### src/rtl/rv_multicycle_ctrl.sv
// rv_multicycle_ctrl: multi-cycle RV32I control sequencer.
// FETCH/DECODE/EXEC/MEM/WB with bus timeout, traps and instret.
module rv_multicycle_ctrl #(
  parameter int TIMEOUT = 16,
  parameter int CNT_W   = 32
) (
  input  logic             clk,
  input  logic             rst_n,
  input  logic [6:0]       opcode,
  input  logic [2:0]       func3,
  input  logic [6:0]       func7,
  input  logic             br_taken,
  output logic             imem_req,
  input  logic             imem_ready,
  output logic             ir_we,
  output logic             dmem_req,
  output logic             dmem_we,
  input  logic             dmem_ready,
  output logic             pc_we,
  output logic             pc_sel,
  output logic             reg_we,
  output logic             wb_sel,
  output logic             alu_src_b,
  output logic [3:0]       alu_ctl,
  output logic [1:0]       imm_type,
  output logic [2:0]       state_o,
  output logic             illegal,
  output logic             bus_err,
  output logic             retire,
  output logic [CNT_W-1:0] instret
);

  typedef enum logic [2:0] {
    S_FETCH  = 3'd0,
    S_DECODE = 3'd1,
    S_EXEC   = 3'd2,
    S_MEM    = 3'd3,
    S_WB     = 3'd4,
    S_TRAP   = 3'd5
  } state_t;

  localparam int WC_W = (TIMEOUT > 1) ? $clog2(TIMEOUT) : 1;
  localparam bit TMO_EN = (TIMEOUT > 0);
  localparam logic [WC_W-1:0] TMO_LAST =
    (TIMEOUT > 0) ? WC_W'(TIMEOUT - 1) : '0;

  state_t           r_state;
  logic [WC_W-1:0]  r_wait;
  logic [CNT_W-1:0] r_instret;
  logic             r_illegal;
  logic             r_bus_err;

  logic w_op_r, w_op_i, w_op_ld, w_op_st, w_op_br;
  logic w_f7_zero, w_f7_alt;
  logic w_legal, w_tmo;
  logic [3:0] w_alu;
  logic [1:0] w_imm;
  logic w_src_b;

  logic w_imem_req, w_ir_we, w_dmem_req, w_dmem_we;
  logic w_pc_we, w_pc_sel, w_reg_we, w_wb_sel;
  logic w_retire, w_dec_vis;

  assign w_op_r  = (opcode == 7'b0110011);
  assign w_op_i  = (opcode == 7'b0010011);
  assign w_op_ld = (opcode == 7'b0000011);
  assign w_op_st = (opcode == 7'b0100011);
  assign w_op_br = (opcode == 7'b1100011);

  assign w_f7_zero = (func7 == 7'b0000000);
  assign w_f7_alt  = (func7 == 7'b0100000);

  assign w_tmo = TMO_EN && (r_wait == TMO_LAST);

  // Encoding legality of the instruction held in IR
  always_comb begin
    w_legal = 1'b0;
    unique case (1'b1)
      w_op_r:
        w_legal = w_f7_zero ||
          (w_f7_alt && (func3 == 3'b000 || func3 == 3'b101));
      w_op_i:
        if (func3 == 3'b001)
          w_legal = w_f7_zero;
        else if (func3 == 3'b101)
          w_legal = w_f7_zero || w_f7_alt;
        else
          w_legal = 1'b1;
      w_op_ld:
        w_legal = (func3 != 3'b011) &&
          (func3 != 3'b110) && (func3 != 3'b111);
      w_op_st:
        w_legal = (func3 == 3'b000) ||
          (func3 == 3'b001) || (func3 == 3'b010);
      w_op_br:
        w_legal = (func3 != 3'b010) && (func3 != 3'b011);
      default: w_legal = 1'b0;
    endcase
  end

  // ALU op, immediate format and operand-B select
  always_comb begin
    w_alu = 4'd0;
    case (func3)
      3'b000: w_alu = (w_op_r && func7[5]) ? 4'd1 : 4'd0;
      3'b001: w_alu = 4'd2;
      3'b010: w_alu = 4'd3;
      3'b011: w_alu = 4'd4;
      3'b100: w_alu = 4'd5;
      3'b101: w_alu = func7[5] ? 4'd7 : 4'd6;
      3'b110: w_alu = 4'd8;
      default: w_alu = 4'd9;
    endcase
    if (w_op_ld || w_op_st)
      w_alu = 4'd0;
    if (w_op_br)
      w_alu = 4'd1;
    w_imm = 2'd0;
    if (w_op_st)
      w_imm = 2'd1;
    if (w_op_br)
      w_imm = 2'd2;
    w_src_b = w_op_i || w_op_ld || w_op_st;
  end

  // Per-state control strobes before reset gating
  always_comb begin
    w_imem_req = 1'b0;
    w_ir_we    = 1'b0;
    w_dmem_req = 1'b0;
    w_dmem_we  = 1'b0;
    w_pc_we    = 1'b0;
    w_pc_sel   = 1'b0;
    w_reg_we   = 1'b0;
    w_wb_sel   = 1'b0;
    w_retire   = 1'b0;
    w_dec_vis  = 1'b0;
    case (r_state)
      S_FETCH: begin
        w_imem_req = 1'b1;
        w_ir_we    = imem_ready;
      end
      S_DECODE: w_dec_vis = 1'b1;
      S_EXEC: begin
        w_dec_vis = 1'b1;
        if (w_op_br) begin
          w_pc_we  = 1'b1;
          w_pc_sel = br_taken;
          w_retire = 1'b1;
        end
      end
      S_MEM: begin
        w_dec_vis  = 1'b1;
        w_dmem_req = 1'b1;
        w_dmem_we  = w_op_st;
        if (w_op_st && dmem_ready) begin
          w_pc_we  = 1'b1;
          w_retire = 1'b1;
        end
      end
      S_WB: begin
        w_dec_vis = 1'b1;
        w_reg_we  = 1'b1;
        w_wb_sel  = w_op_ld;
        w_pc_we   = 1'b1;
        w_retire  = 1'b1;
      end
      default: ;
    endcase
  end

  assign imem_req  = rst_n & w_imem_req;
  assign ir_we     = rst_n & w_ir_we;
  assign dmem_req  = rst_n & w_dmem_req;
  assign dmem_we   = rst_n & w_dmem_we;
  assign pc_we     = rst_n & w_pc_we;
  assign pc_sel    = rst_n & w_pc_sel;
  assign reg_we    = rst_n & w_reg_we;
  assign wb_sel    = rst_n & w_wb_sel;
  assign retire    = rst_n & w_retire;
  assign alu_src_b = rst_n & w_dec_vis & w_src_b;
  assign alu_ctl   = (rst_n && w_dec_vis) ? w_alu : 4'd0;
  assign imm_type  = (rst_n && w_dec_vis) ? w_imm : 2'd0;
  assign state_o   = rst_n ? r_state : 3'd0;
  assign illegal   = rst_n & r_illegal;
  assign bus_err   = rst_n & r_bus_err;
  assign instret   = rst_n ? r_instret : '0;

  // Sequencing, wait counter, sticky flags and retired count
  always_ff @(posedge clk) begin
    if (!rst_n) begin
      r_state   <= S_FETCH;
      r_wait    <= '0;
      r_instret <= '0;
      r_illegal <= 1'b0;
      r_bus_err <= 1'b0;
    end else begin
      if (w_retire)
        r_instret <= r_instret + 1'b1;
      r_wait <= '0;
      case (r_state)
        S_FETCH: begin
          if (imem_ready)
            r_state <= S_DECODE;
          else if (w_tmo) begin
            r_bus_err <= 1'b1;
            r_state   <= S_TRAP;
          end else
            r_wait <= r_wait + 1'b1;
        end
        S_DECODE: begin
          if (w_legal)
            r_state <= S_EXEC;
          else begin
            r_illegal <= 1'b1;
            r_state   <= S_TRAP;
          end
        end
        S_EXEC: begin
          if (w_op_br)
            r_state <= S_FETCH;
          else if (w_op_ld || w_op_st)
            r_state <= S_MEM;
          else
            r_state <= S_WB;
        end
        S_MEM: begin
          if (dmem_ready)
            r_state <= w_op_st ? S_FETCH : S_WB;
          else if (w_tmo) begin
            r_bus_err <= 1'b1;
            r_state   <= S_TRAP;
          end else
            r_wait <= r_wait + 1'b1;
        end
        S_WB:    r_state <= S_FETCH;
        S_TRAP:  r_state <= S_TRAP;
        default: r_state <= S_TRAP;
      endcase
    end
  end

endmodule

### config.mk
export PLATFORM = sky130hd
export DESIGN_NAME = rv_multicycle_ctrl
export DESIGN_NICKNAME = d
export VERILOG_FILES = /design/src/rtl/rv_multicycle_ctrl.sv
export SDC_FILE = /design/constraint.sdc
export NUM_CORES = 1
export LEC_CHECK = 0
export ABC_AREA = 1
export CORE_ASPECT_RATIO = 1.4
export CORE_MARGIN = 5
export CORE_UTILIZATION = 54
export DETAILED_ROUTE_END_ITERATION = 12
export PLACE_DENSITY = 0.92
export SLEW_MARGIN = 20
export SYNTH_ARGS = -nofsm -noshare
export SYNTH_HDL_FRONTEND = slang
export SYNTH_SLANG_ARGS = --single-unit
### constraint.sdc
create_clock -name clk -period 3.9 [get_ports clk]
set_input_delay 1.17 -clock clk [delete_from_list [all_inputs] [get_ports clk]]
set_output_delay 1.17 -clock clk [all_outputs]
set_load 0.02 [all_outputs]
==> results.tsv <==
stage	metric	value	unit
run_status	status	completed	
detailed_routing	wire per inst	12.5	um
detailed_routing	DRC viols	0	
global_route	first-pass GRT wire length	14900	um
logic_synthesis	cell taking the most area after synthesis	dfxtp_1	
setup_path	max incr delay on CP	0.49	ns
final_layout	layout cells sized above 1	10.5	%
setup_path	Worst setup SP type	input pin	
global_route	largest net degree at the start of global routing	57	
logic_synthesis	Synth top area share	27.0	%
logic_synthesis	Seq/Total Area, Yosys	27.0	%
floorplanning	Die Area	7250	sq um
global_route	all-layer global routing usage	25.2	%
global_route	grt total ovfl	0	
placement	PortBufs	74	
timing	min Tclk post-route	3.89	ns
power_and_ir_drop	peak supply drop	0.225	mV
run	Max-Cap Viols	0	
setup_path	type of destination of the critical path	output pin	
clock_tree	Clock Latency Late Sink	0.30	ns
placement	placed inst area	3950	sq um
timing	RSZ-0062 raised after global routing	yes	
floorplanning	Chip Width	73.4	um
final_layout	commonest non-fill, non-tap cell in the layout	nand2_1	
timing	Final Max Tran Viols	0	
timing	Hold Vio Cnt, Final	0	
clock_tree	clock root buffer	clkbuf_8	
setup_path	crit-path cells	clkdlybuf4s50_1 -> inv_1 -> nand2_1 -> nor2_1 -> nand2_1 -> nand2_2 -> nor2_4 -> nand2_2 -> nor3b_2 -> buf_4	
min_path	Tightest Hold Check Type	reg2reg	
timing	Worst Hold Slack	0.450	ns
logic_synthesis	top cells by area, synth	dfxtp_1 27%, nand2_1 26%, nor2_1 11%	
detailed_routing	drt pass-1 iters	5	
clock_tree	H-tree levels	2	
timing	Max Freq	257	MHz
final_layout	diodes inserted	0	
logic_synthesis	Seq cells post-synth	41	
floorplanning	core box area	5490	sq um
placement	Place WS	-0.597	ns
logic_synthesis	Syn Std Cell Area	3040	sq um
timing	Final Worst Setup Slack	0.0124	ns
detailed_routing	Detail Route Antenna Nets	0	
setup_path	CP arrival	2.72	ns
clock_tree	Hold-fix buffers, CTS	0	
final_layout	Area Overhead vs Synth	32.6	%
floorplanning	Die Y	98.7	um
setup_path	Worst R2R Setup Slack	2.00	ns
setup_path	Crit-path slowest cell	clkdlybuf4s50_1	
logic_synthesis	Synth Warn #	0	
final_layout	NumNets Final	661	
floorplanning	Ports	75	
clock_tree	Post-CTS Setup Inserts	0	
setup_path	crit-path max FO	3	
power_and_ir_drop	Leak Pwr	1.88	nW
clock_tree	clock sinks	41	
placement	gpl congestion	0.908	
timing	TNS Setup	0	ns
setup_path	critical path data required time	2.73	ns
detailed_routing	Iter 0 DRT Violations	198	
power_and_ir_drop	power density over the cells	242	nW/um^2
floorplanning	Initial Utilization	55.4	%
placement	post-DP HPWL	6730	um
detailed_routing	WL final	8810	um
logic_synthesis	Avg Inst Size Synth	5.52	sq um
detailed_routing	total number of vias	3669	
final_layout	Design Area, Final	4030	sq um
clock_tree	clk slew on worst S/H paths	0.08	ns
setup_path	Crit path buffers/inverters	3	
setup_path	CP delay by family, top	simple AND/OR/NAND/NOR gates	
timing	slew margin rel.	70.0	%
global_route	vias in the first global route	3616	
logic_synthesis	Mapped Cells	550	
clock_tree	total CTS buffers	5	
setup_path	Crit Path Class	in2out	
detailed_routing	Vias/cell	5.20	
floorplanning	row count	32	
final_layout	core occupancy in the finished layout	73.4	%
timing	final setup fails	0	
global_route	initial antenna violation count	0	
timing	period utilization	99.7	%
timing	Slew @ Worst Pin	0.449	ns
timing	Clock Skews	0.00822	ns
logic_synthesis	Synth cell types	36	
logic_synthesis	syn nets	574	
clock_tree	CTS tree	done	
clock_tree	Bufs on Longest Clock Path	2	
final_layout	most frequent cells in the layout	210 x nand2_1, 90 x nor2_1, 67 x inv_1, 60 x clkdlybuf4s50_1, 41 x dfxtp_1	
[metal layers]
layer,vias up,GRT usage [%],routed length (um)
met2,156,47.6,4720
li1,1856,-,-
met4,0,14.5,342
met1,1629,24.7,3240
met5,-,0,0
met3,28,4.49,509
[flip-flops by register name (all words and copies together), names as in the netlist]
register / count
r_state: 3
r_wait: 4
r_illegal: 1
r_instret: 32
r_bus_err: 1
[what timing repair did]
action | 4_1_cts | 5_1_grt
gates cloned | 0 | 0
resized for setup | 40 | 16
pin swaps | 0 | 3
setup endpoints to repair | 12 | 11
[logic make-up after synthesis]
logic type / share of synthesized area (%)
simple gates: 50.1
fa+ha+maj: 0.824
xor+xnor: 2.31
compound gates: 7.62
flops: 27.0
buf+inv: 12.1
[Yosys cell counts, drive strengths merged]
library cell,instances
a21oi,37
a31oi,1
and2,2
buf,8
clkbuf,7
clkinv,2
dfxtp,41
ha,2
inv,73
nand2,213
nand3,31
nand3b,9
nor2,98
nor3,6
nor3b,2
nor4,2
o211ai,1
o21a,1
o21ai,5
or2,1
xnor2,2
xor2,6
[worst register-to-register path: stages, from the launching register on]
cell and delay, ns:
dfxtp_1 0.40, nand2_1 0.12, nor2_1 0.24, nand2_2 0.12, nand3_4 0.11, buf_4 0.41
inv_4 0.19, nand2_1 0.11, a21oi_1 0.06
[final timing paths]
| kind | from | endpoint | cells after the start |
|---|---|---|---|
| max | opcode[6] | alu_ctl[2] | 10 |
| min | r_illegal | r_illegal | 2 |
| max reg2reg | r_state[1] | r_instret[29] | 8 |
| min reg2reg | r_illegal | r_illegal | 2 |
[through the flow]
step                      instances  power, W
final                           706  0.000976
after global routing            706   0.00102
after CTS                       706  0.000974
after floorplan                 550  0.000584
after detailed placement        698  0.000669
after global placement          698  0.000660
[area by class of cell]
class	count	area [sq um]
inverter	75	284
multi-input combinational	419	1880
fill	462	1460
clock buffer	7	96.3
sequential	41	821
tap	68	85.1
timing repair buffer	95	857
clock inverter	1	5.00
[report_power, final]
part | internal [W] | leakage (nW) | total [W] | switching [W]
logic | 0.0000818 | 1.50 | 0.000221 | 0.000139
clock network | 0.000160 | 0.0542 | 0.000313 | 0.000153
registers | 0.000430 | 0.331 | 0.000441 | 0.0000108
total | 0.000672 | 1.88 | 0.000976 | 0.000303
Power figures use the tool's default switching activity.
